--- config.mk ---
export PLATFORM = sky130hd
export DESIGN_NAME = udp_axis_serializer
export DESIGN_NICKNAME = d
export VERILOG_FILES = /design/src/rtl/udp_axis_serializer.sv
export SDC_FILE = /design/constraint.sdc
export NUM_CORES = 1
export LEC_CHECK = 0
export BUFFER_PORTS_ARGS = -buffer_cell sky130_fd_sc_hd__buf_2
export CORE_AREA = 2 2 253 255
export CTS_BUF_LIST = sky130_fd_sc_hd__clkbuf_8
export DETAILED_ROUTE_END_ITERATION = 6
export DIE_AREA = 0 0 255 257
export PLACE_DENSITY_LB_ADDON = 0.25
export SYNTH_ARGS = -nofsm -noshare
export SYNTH_HDL_FRONTEND = slang
export SYNTH_SLANG_ARGS = --single-unit
--- constraint.sdc ---
create_clock -name clock -period 60.7 [get_ports clock]
set_clock_uncertainty 0.15 [all_clocks]
set_input_delay 12.14 -clock clock [delete_from_list [all_inputs] [get_ports clock]]
set_output_delay 12.14 -clock clock [all_outputs]
set_load 0.02 [all_outputs]
--- src/rtl/udp_axis_serializer.sv ---
// Serialises one captured UDP packet bundle into a 32-bit AXI4-Stream:
// two header beats, then payload beats with tkeep/tlast on the final one.
module udp_axis_serializer #(
  parameter int DATA_BYTES = 64,
  parameter int AXIS_BYTES = 4
) (
  input  logic                      clock,
  input  logic                      reset,
  input  logic                      in_valid,
  output logic                      in_ready,
  input  logic [8*DATA_BYTES-1:0]   in_data,
  input  logic [15:0]               in_len,
  input  logic [15:0]               in_src_port,
  input  logic [15:0]               in_dst_port,
  input  logic [15:0]               in_length,
  input  logic [15:0]               in_checksum,
  output logic                      out_tvalid,
  input  logic                      out_tready,
  output logic [8*AXIS_BYTES-1:0]   out_tdata,
  output logic [AXIS_BYTES-1:0]     out_tkeep,
  output logic                      out_tlast,
  output logic                      len_clamped,
  output logic [15:0]               pkt_count
);

  localparam int LEN_W      = $clog2(DATA_BYTES + 1);
  localparam int NWORDS_MAX = DATA_BYTES / AXIS_BYTES;
  localparam int WORD_W     = (NWORDS_MAX > 1) ? $clog2(NWORDS_MAX) : 1;
  localparam int REM_W      = $clog2(AXIS_BYTES);
  localparam int BEAT_W     = 8 * AXIS_BYTES;
  localparam int SHIFT_W    = $clog2(BEAT_W);
  localparam logic [15:0] MAX_LEN = 16'(DATA_BYTES);

  typedef enum logic [1:0] {IDLE, HDR0, HDR1, PAY} state_t;

  state_t                    r_state, w_next;
  logic [8*DATA_BYTES-1:0]   r_data;
  logic [15:0]               r_src, r_dst, r_length, r_cksum;
  logic [LEN_W-1:0]          r_eff_len;
  logic [WORD_W-1:0]         r_last_word, r_word;
  logic                      r_clamped;
  logic [15:0]               r_pkt_count;

  logic                      w_capture;
  logic [LEN_W-1:0]          w_eff_len;
  logic [LEN_W:0]            w_nwords;
  logic                      w_pay_last;
  logic [WORD_W+SHIFT_W-1:0] w_bit_idx;
  logic [BEAT_W-1:0]         w_pay_word;
  logic [REM_W-1:0]          w_rem;
  logic [AXIS_BYTES-1:0]     w_last_keep;

  assign w_capture  = in_valid && in_ready;
  assign w_eff_len  = (in_len > MAX_LEN) ? LEN_W'(DATA_BYTES) : in_len[LEN_W-1:0];
  assign w_nwords   = ({1'b0, w_eff_len} + (LEN_W+1)'(AXIS_BYTES - 1)) >> REM_W;
  assign w_pay_last = (r_word == r_last_word);
  assign w_bit_idx  = {r_word, SHIFT_W'(0)};
  assign w_pay_word = r_data[w_bit_idx +: BEAT_W];
  assign w_rem      = r_eff_len[REM_W-1:0];

  // NOTE: sequential state uses non-blocking assignments so every register
  // samples pre-edge values regardless of statement order.
  always_ff @(posedge clock) begin
    if (!reset) r_state <= IDLE;
    else        r_state <= w_next;
  end

  // NOTE: the bundle registers carry no reset; they are only read after a
  // capture, and reset alone returns the FSM to IDLE, discarding them.
  always_ff @(posedge clock) begin
    if (w_capture) begin
      r_data      <= in_data;
      r_src       <= in_src_port;
      r_dst       <= in_dst_port;
      r_length    <= in_length;
      r_cksum     <= in_checksum;
      r_eff_len   <= w_eff_len;
      r_last_word <= WORD_W'(w_nwords - (LEN_W+1)'(1));
    end
  end

  always_ff @(posedge clock) begin
    if (!reset) begin
      r_word      <= '0;
      r_clamped   <= 1'b0;
      r_pkt_count <= '0;
    end else begin
      r_clamped <= w_capture && (in_len > MAX_LEN);
      if (w_capture)
        r_word <= '0;
      else if (r_state == PAY && out_tready)
        r_word <= w_pay_last ? '0 : r_word + WORD_W'(1);
      if (out_tvalid && out_tready && out_tlast)
        r_pkt_count <= r_pkt_count + 16'd1;
    end
  end

  always_comb begin
    for (int j = 0; j < AXIS_BYTES; j++)
      w_last_keep[j] = (w_rem == '0) || (32'(w_rem) > j);
  end

  // NOTE: every output gets a default first so no path through the case
  // leaves a value unassigned, which would infer a latch.
  always_comb begin
    w_next     = r_state;
    in_ready   = 1'b0;
    out_tvalid = 1'b0;
    out_tdata  = '0;
    out_tkeep  = '0;
    out_tlast  = 1'b0;
    case (r_state)
      IDLE: begin
        in_ready = reset;
        if (in_valid && reset) w_next = HDR0;
      end
      HDR0: begin
        out_tvalid = 1'b1;
        out_tdata  = BEAT_W'({r_dst, r_src});
        out_tkeep  = '1;
        if (out_tready) w_next = HDR1;
      end
      HDR1: begin
        out_tvalid = 1'b1;
        out_tdata  = BEAT_W'({r_cksum, r_length});
        out_tkeep  = '1;
        out_tlast  = (r_eff_len == '0);
        if (out_tready) w_next = (r_eff_len == '0) ? IDLE : PAY;
      end
      PAY: begin
        out_tvalid = 1'b1;
        out_tkeep  = w_pay_last ? w_last_keep : '1;
        out_tlast  = w_pay_last;
        // Bytes beyond the packet end are forced to zero, not left as stale payload.
        for (int j = 0; j < AXIS_BYTES; j++)
          out_tdata[8*j +: 8] = out_tkeep[j] ? w_pay_word[8*j +: 8] : 8'h00;
        if (out_tready && w_pay_last) w_next = IDLE;
      end
      default: w_next = IDLE;
    endcase
  end

  assign len_clamped = r_clamped;
  assign pkt_count   = r_pkt_count;

endmodule

Word-level counts from Yosys, hierarchy flattened
Cells that the tools add are included.
Operators by class
  add/subtract/negate cells: 4
  multiply operators: 0
  divide/modulo/power cells: 0
  magnitude comparators: 4
  equality and inequality tests: 8
  shift-type cells: 1
  multiplexer cells: 18
  bitwise logic cells: 1
  reduce and logical (&&, ||, !) cells: 17
Operators by type and width (number)
  512-bit by 10-bit indexed part select with 32-bit output: 1
  32-bit one-hot mux with 3 select lines: 1
  8-bit 2-to-1 mux: 4
  16-bit by 1-bit adder with 16-bit output, second input constant: 1
  16-bit by 7-bit > comparator with 1-bit output, second input constant: 1
  2-bit 2-to-1 mux: 5
  4-bit 2-to-1 mux: 2
  2-bit one-hot mux with 4 select lines: 1
  4-bit one-hot mux with 2 select lines: 1
  1-bit logical AND: 7
  7-bit zero test: 1
  7-bit 2-to-1 mux: 1
  6-bit by 2-bit adder with 6-bit output, second input constant: 1
  2-bit inequality test, second input constant: 3
  4-bit by 1-bit adder with 4-bit output, second input constant: 1
  2-bit equality test, second input constant: 2
  4-bit equality test: 1
  2-bit by 1-bit > comparator with 1-bit output, second input constant: 2
  2-bit zero test: 2
  4-bit AND reduction: 1
  2-bit OR reduction: 2
  4-bit by 1-bit subtractor with 4-bit output, second input constant: 1
  1-bit logical OR: 3
  3-bit OR reduction: 1
  6 further kinds: 7
Word-level totals
  flip-flop bits (word level): 610
  latch bits: 0
  memory bits (writable): 0
  ROM bits: 0
  input bits: 596
  memories kept: 0

Longest topological paths before layout
Gate-level depths: netlist of run 1.
  depth after elaboration: 5
  depth in mapped cells: 9
  depth with buffers taken out: 7

Worst setup path after synthesis of run 1
Ideal clock, no wire load.
  kind: input to register
  start point: in reset
  end point: reg r_cksum[0], enable pin
  setup time: 1552 ps
  arrival: 37150 ps
  data required time: 58998 ps
  slack: 21848 ps
  stages on the path: 4
  cell sequence: clkbuf_1 -> clkinv_1 -> clkbuf_1 -> nor2_1
Between the ends
  cells in the longest elaborated chain, start to end: 2
RTL lines
  start, declared: line 8  | input logic reset,
  1-bit 2-to-1 mux: line 112  | case (r_state)
  1-bit logical AND: line 53  | assign w_capture = in_valid && in_ready;
  named net w_capture: line 44  | logic w_capture;
  end signal, assigned: line 76  | r_cksum <= in_checksum;
  end, declared: line 38  | logic [15:0] r_src, r_dst, r_length, r_cksum;
The timed path passes the listed nets, and every way through them passes these cells.
A chain may end at the register's enable or synchronous reset.

Worst setup path in the final report of run 1
  start point: in reset
  end point: out in_ready
Between the ends
  cells in the longest elaborated chain, start to end: 1
RTL lines
  1-bit 2-to-1 mux: line 112
  end, declared: line 10  | output logic in_ready,
Every way passes these cells.

==> results of run 1 <==
-- routing by layer --
metal / track usage, % / part of all wire, %
met1: 22.9 / 36
met2: 35.1 / 51
met3: 7.59 / 9.7
met4: 6.92 / 2.8
met5: 0 / 0.37
-- cell usage in the layout (no fill, tap or decap), types with 8 or more instances in the layout --
cell	count
a22o_1	48
buf_2	651
o21ai_0	15
o22ai_1	24
mux2i_1	18
dfxtp_1	19
mux4_2	128
nor2_1	39
nand3_1	9
clkbuf_8	103
clkinv_2	8
nand2_1	21
inv_1	48
a21oi_1	22
o22a_1	8
a22oi_1	32
edfxtp_1	587
or4_1	13
o31ai_1	13
buf_4	9
clkinv_1	30
diode_2	24
-- power breakdown --
part | leakage (uW) | internal, uW | switching, uW
combinational | 0.00400 | 46.1 | 79.6
sequential | 0.00561 | 526 | 13.2
clock | 0.00106 | 167 | 165
-- worst paths after layout --
check	end	cells past startpoint
hold / removal	pkt_count[15]	2
hold reg to reg	pkt_count[15]	2
setup reg to reg	r_data[181]	6
setup / recovery	in_ready	4
-- sequential cells by signal, indices dropped and copies added, names as in the netlist --
| name | cells |
|---|---|
| r_eff_len | 7 |
| r_last_word | 4 |
| r_dst | 16 |
| pkt_count | 16 |
| r_length | 16 |
| r_src | 16 |
| r_word | 4 |
| r_cksum | 16 |
| r_state | 2 |
| len_clamped | 1 |
| r_data | 512 |
-- kinds of logic (layout without fill, tap and decap cells) --
logic type | Yosys count | in the layout | synth area share, %
mux | 146 | 146 | 13.0
fa+ha+maj | 10 | 10 | 0.533
xor+xnor | 7 | 7 | 0.261
compound gates | 168 | 168 | 5.18
buf+inv | 78 | 859 | 1.32
other cells | 0 | 24 | 0
simple gates | 119 | 119 | 2.61
flops | 610 | 610 | 77.0
-- critical path, delay by kind of cell --
| kind | cells | cell delay, ns |
|---|---|---|
| buf+inv | 3 | 0.84 |
| simple gates | 1 | 0.21 |
-- cell type report --
class	instances	share of cell area, %
clock inverters	80	1.39
flip-flops and latches	610	61.2
well taps	846	3.58
diodes	24	0.203
repair buffers	662	11.4
inverters	14	0.178
multi-input cells	450	17.3
clock buffers	103	4.79
-- through the flow --
stage	util [%]	power [uW]	cell area (sq um)	std cells	hold WS (ns)
3_5_place_dp	44.1	675	27700	2582	0.329
2_1_floorplan	-	670	23500	1138	0.401
3_3_place_gp	44.1	670	27700	2582	0.313
4_1_cts	47.1	1010	29500	2765	0.337
5_1_grt	47.1	1040	29600	2776	0.365
6_report	47.2	997	29600	2789	0.333
==> impl_metrics.csv, run 1 <==
group,metric,value,unit
logic_synthesis,synth_edf_count,587,
power,peakVddDrop,20.7,uV
grt,grtUsageTotal,20.3,%
floorplanning,io_pins,652,
grt,overflow,0,
cts,cts_max_level,3,
timing,period_minus_slack,25.49,ns
logic_synthesis,synth_common_cells,"edfxtp_1, mux4_2, a22o_1",
placement,pre_cts_slack,35.18,ns
cts,cts.path.max_buffers,3,
run,drv_cap,0,
cts,insertion_delay,0.66,ns
critical_path,end_kind,"output port",
timing,fmax,0.0392,GHz
timing,maxSlewHeadroom,17.4,%
final_layout,num-fill-cells,5473,
logic_synthesis,ys_seq_area_share,77.0,%
power,power_leakage,0.0107,uW
cts,post_cts_buffers,0,
final_layout,nNetsFinal,2447,
critical_path,r2r_start,"r_state[0]",
floorplanning,die_y,257,um
grt,grt_max_degree,204,
logic_synthesis,synthTopCellsByArea,"edfxtp_1, mux4_2, dfxtp_1",
cts,cts_hold_buf,0,
placement,hpwlAfterDp,47900,um
critical_path,crit_arrival,13.20,ns
final_layout,syn2layout_area_growth,26.0,%
outcome,status,"complete, no violations",
cts,cts_made_buffers,103,
logic_synthesis,ys_async_sr_fraction,0,%
logic_synthesis,synth_top_area_cell,"edfxtp_1",
logic_synthesis,syn-num-nets,1744,
routing,wl_per_cell,24.4,um
floorplanning,core,62700,sq um
logic_synthesis,syn_inst,1138,
final_layout,multi_input_area,5120,sq um
cts,cts.sinks,610,
logic_synthesis,synth_area,23500,sq um
cts,cts.clk_slew.worst_paths,0.06,ns
cts,clockRootBuffer,"clkbuf_8",
routing,finalWirelength,68200,um
floorplanning,die_area,65500,sq um
worst_hold_path,min_from,"pkt_count[15]",
critical_path,slowest_delay,0.49,ns
routing,dr.pass1.iters,5,
routing,drt-initial-drc-count,1024,
critical_path,timing.critical_path.from,"reset",
logic_synthesis,synth-seq-cells,610,
critical_path,cp_max_fo,18,
grt,grt_pass1_vias,14950,
routing,drtAntennaViolNets,0,
critical_path,reg2reg_slack,56.27,ns
placement,port_buffers,651,
logic_synthesis,synth.most_common_cell,"edfxtp_1",
timing,hold_viol_final,0,
final_layout,register_area,18100,sq um
grt,grt_pass1_wl,95900,um
cts,cts_tree,"yes",
critical_path,crit_type,"input port to output port",
routing,drcViolationCount,0,
grt,grt_antenna_before_repair,45,
floorplanning,start_util,37.4,%
power,power_density,33.7,nW/um^2
critical_path,crit_top_cell,"buf_2",
timing,finalCritPeriodShare,42.0,%
worst_hold_path,hold_class,"flop to flop",
routing,vias,14054,
floorplanning,rows,92,
cts,cts_resized,0,
final_layout,drive_above_1_share,48.3,%
critical_path,critical-path-slowest-cell,"clkinv_1",
timing,setup_viol_count_final,0,
timing,finalSetupTns,0,ns
critical_path,cp-start-kind,"input port",
logic_synthesis,avgSynthCellArea,20.6,sq um
critical_path,required,48.41,ns
timing,fin_ws,35.21,ns
logic_synthesis,synth-main-ff-cell,"edfxtp_1",
logic_synthesis,synth_warnings,0,
placement,gp_congestion,0.813,
timing,worstMarginPinSlew,1.24,ns
floorplanning,die_w,255,um
critical_path,crit_chain,"buf_2 > clkinv_1 > nor2_1 > buf_2",
logic_synthesis,yosys.cell_types.count,42,
timing,slew_violations,0,
timing,rsz0062_at_grt,"no",
routing,viasPerCell,5.04,
logic_synthesis,synth_top_cell_area_share,75.1,%
No activity file was read; power rests on OpenSTA's default activity.
==> run 2: changes to the inputs <==
- ABC_AREA: unset -> 1
- CORE_AREA: 2 2 253 255 -> 2 2 252 254
- DIE_AREA: 0 0 255 257 -> 0 0 254 256
- clock period: 60.7 -> 25 ns (I/O delays scaled with it)
==> run 2 against run 1 <==
  * Global-route usage grew 4.3 points
  * Non-clock buffer count grew 8
  * Core utilization grew 1.9 points
  * Power grew to 2.5 times the previous value
  * Highest routed layer unchanged
  * Critical path type unchanged
  * Flip-flop and latch count is the same
  * Sequential share of layout area shrank 2.0 points
  * Synthesized cell count grew 74%
==> impl_metrics.csv, run 2 <==
group,metric,value,unit
timing,slew_violations,0,
placement,port_buffers,651,
routing,drt-initial-drc-count,1676,
timing,setup_viol_count_final,0,
floorplanning,die_area,65000,sq um
grt,grt_max_degree,197,
cts,cts.sinks,610,
floorplanning,io_pins,652,
timing,worstMarginPinSlew,1.28,ns
logic_synthesis,synthTopCellsByArea,"edfxtp_1, nor2_1, o21ai_0",
logic_synthesis,yosys.cell_types.count,33,
placement,hpwlAfterDp,57200,um
logic_synthesis,synth_top_cell_area_share,71.5,%
routing,finalWirelength,82400,um
final_layout,final_cells,3586,
routing,vias,18331,
power,peakVddDrop,52.0,uV
timing,period_minus_slack,10.58,ns
cts,clockRootBuffer,"clkbuf_8",
routing,viasPerCell,5.11,
routing,dr.pass1.iters,5,
final_layout,largest_reg_flops,512,
routing,drtAntennaViolNets,0,
floorplanning,die_y,256,um
routing,wl_per_cell,23.0,um
critical_path,cp_max_fo,6,
cts,cts_max_level,3,
timing,hold_viol_final,0,
logic_synthesis,synth_area,24700,sq um
placement,gp_congestion,0.869,
outcome,status,"complete, no violations",
logic_synthesis,syn-num-nets,2582,
final_layout,nNetsFinal,3232,
final_layout,syn2layout_area_growth,24.2,%
power,power_density,81.9,nW/um^2
timing,fmax,0.0945,GHz
logic_synthesis,synth_edf_count,587,
critical_path,end_kind,"output port",
logic_synthesis,syn_inst,1976,
final_layout,drive_above_1_share,30.0,%
placement,place_inst,3367,
logic_synthesis,synth-seq-cells,610,
critical_path,required,19.85,ns
logic_synthesis,synth-main-ff-cell,"edfxtp_1",
cts,cts_hold_buf,0,
cts,cts.path.max_buffers,3,
logic_synthesis,synth_common_cells,"edfxtp_1, nor2_1, o21ai_0",
worst_hold_path,min_path_cells,2,
final_layout,top_register,"r_data",
run,drv_cap,0,
timing,rsz0062_at_grt,"no",
grt,grt_pass1_wl,117000,um
final_layout,mostFrequentLayoutCell,"buf_2",
logic_synthesis,ys_seq_area_share,73.4,%
power,power_leakage,0.0117,uW
timing,finalCritPeriodShare,42.3,%
cts,insertion_delay,0.68,ns
grt,grtUsageTotal,24.6,%
cts,cts_tree,"yes",
grt,grt_pass1_vias,18504,
critical_path,r2r_cells,7,
routing,drcViolationCount,0,
cts,post_cts_buffers,0,
critical_path,cp-start-kind,"input port",
logic_synthesis,synth.most_common_cell,"edfxtp_1",
floorplanning,start_util,39.5,%
cts,cts.clk_slew.worst_paths,0.06,ns
final_layout,num-fill-cells,5660,
final_layout,final_cell_mix,"buf_2, edfxtp_1, nor2_1",
cts,cts_made_buffers,103,
floorplanning,rows,92,
timing,finalSetupTns,0,ns
logic_synthesis,ys_async_sr_fraction,0,%
timing,maxSlewHeadroom,14.9,%
floorplanning,core,62400,sq um
floorplanning,die_w,254,um
critical_path,crit_arrival,5.43,ns
logic_synthesis,synth_warnings,0,
critical_path,crit_type,"input port to output port",
grt,overflow,0,
cts,cts_resized,0,
worst_hold_path,hold_class,"flop to flop",
logic_synthesis,synth_top_area_cell,"edfxtp_1",
logic_synthesis,avgSynthCellArea,12.5,sq um
grt,grt_antenna_before_repair,37,
==> run 2: cell types whose count changed after synthesis, moves of 91 or more <==
cell and change:
o21ai_0 +169, mux4_2 -128, o21ai_1 +103, nor2_1 +324, o211ai_1 +91, nand2_1 +104, nand3_1 +97
==> run 2: path summary, 6_finish.rpt <==
check / startpoint / endpoint / slack, ns
worst min-delay path: pkt_count[15] / pkt_count[15] / 0.35
worst max register to register: r_state[1] / r_data[26] / 20.50
worst max-delay path: reset / in_ready / 14.42
worst min register to register: pkt_count[15] / pkt_count[15] / 0.35
==> run 2: cell families (layout without fill, tap and decap cells) <==
group | Yosys count | count (layout) | share of synthesized area, %
AOI/OAI and AO/OA | 509 | 509 | 11.8
xor gates and xnor gates | 21 | 21 | 0.746
adders and majority gates | 10 | 10 | 0.508
buffers and inverters | 213 | 948 | 3.51
DFF | 610 | 610 | 73.4
other | 0 | 29 | 0
and+or+nand+nor | 613 | 613 | 10.0
==> run 2: critical path, stage by stage <==
cell and delay (ns):
buf_2 0.15, nand2_1 0.07, inv_1 0.05, buf_2 0.16
==> run 2: power breakdown <==
group	switching, uW	internal [uW]
sequential	33.1	1280
clock	414	420
combinational	254	104
total	701	1800
==> run 2: final cells by class <==
type | count | area [sq um] | share of cell area, %
clock inverters | 83 | 437 | 1.43
diodes | 29 | 72.6 | 0.237
multi-input cells | 1153 | 5710 | 18.6
repair buffers | 670 | 3430 | 11.2
well taps | 846 | 1060 | 3.46
clock buffers | 107 | 1470 | 4.81
flip-flops and latches | 610 | 18100 | 59.1
inverters | 88 | 339 | 1.11
==> run 2: metrics by stage <==
step	util (%)	power (uW)	cell area (sq um)	hold slack, ns	setup slack [ns]
2_1_floorplan	-	1610	24700	0.335	3.91
3_3_place_gp	45.9	1680	28600	0.333	14.37
3_5_place_dp	45.9	1690	28600	0.346	14.42
4_1_cts	49.0	2530	30500	0.355	14.42
5_1_grt	49.0	2610	30600	0.371	14.37
6_report	49.1	2510	30600	0.347	14.42
==> run 2: metal layers <==
metal,up-vias,track usage (%),part of all wire [%]
met4,24,9.72,2.8
met2,756,41.1,49
met5,-,0,0.21
met1,8887,31.1,41
met3,149,5.38,6.9
li1,8515,-,-
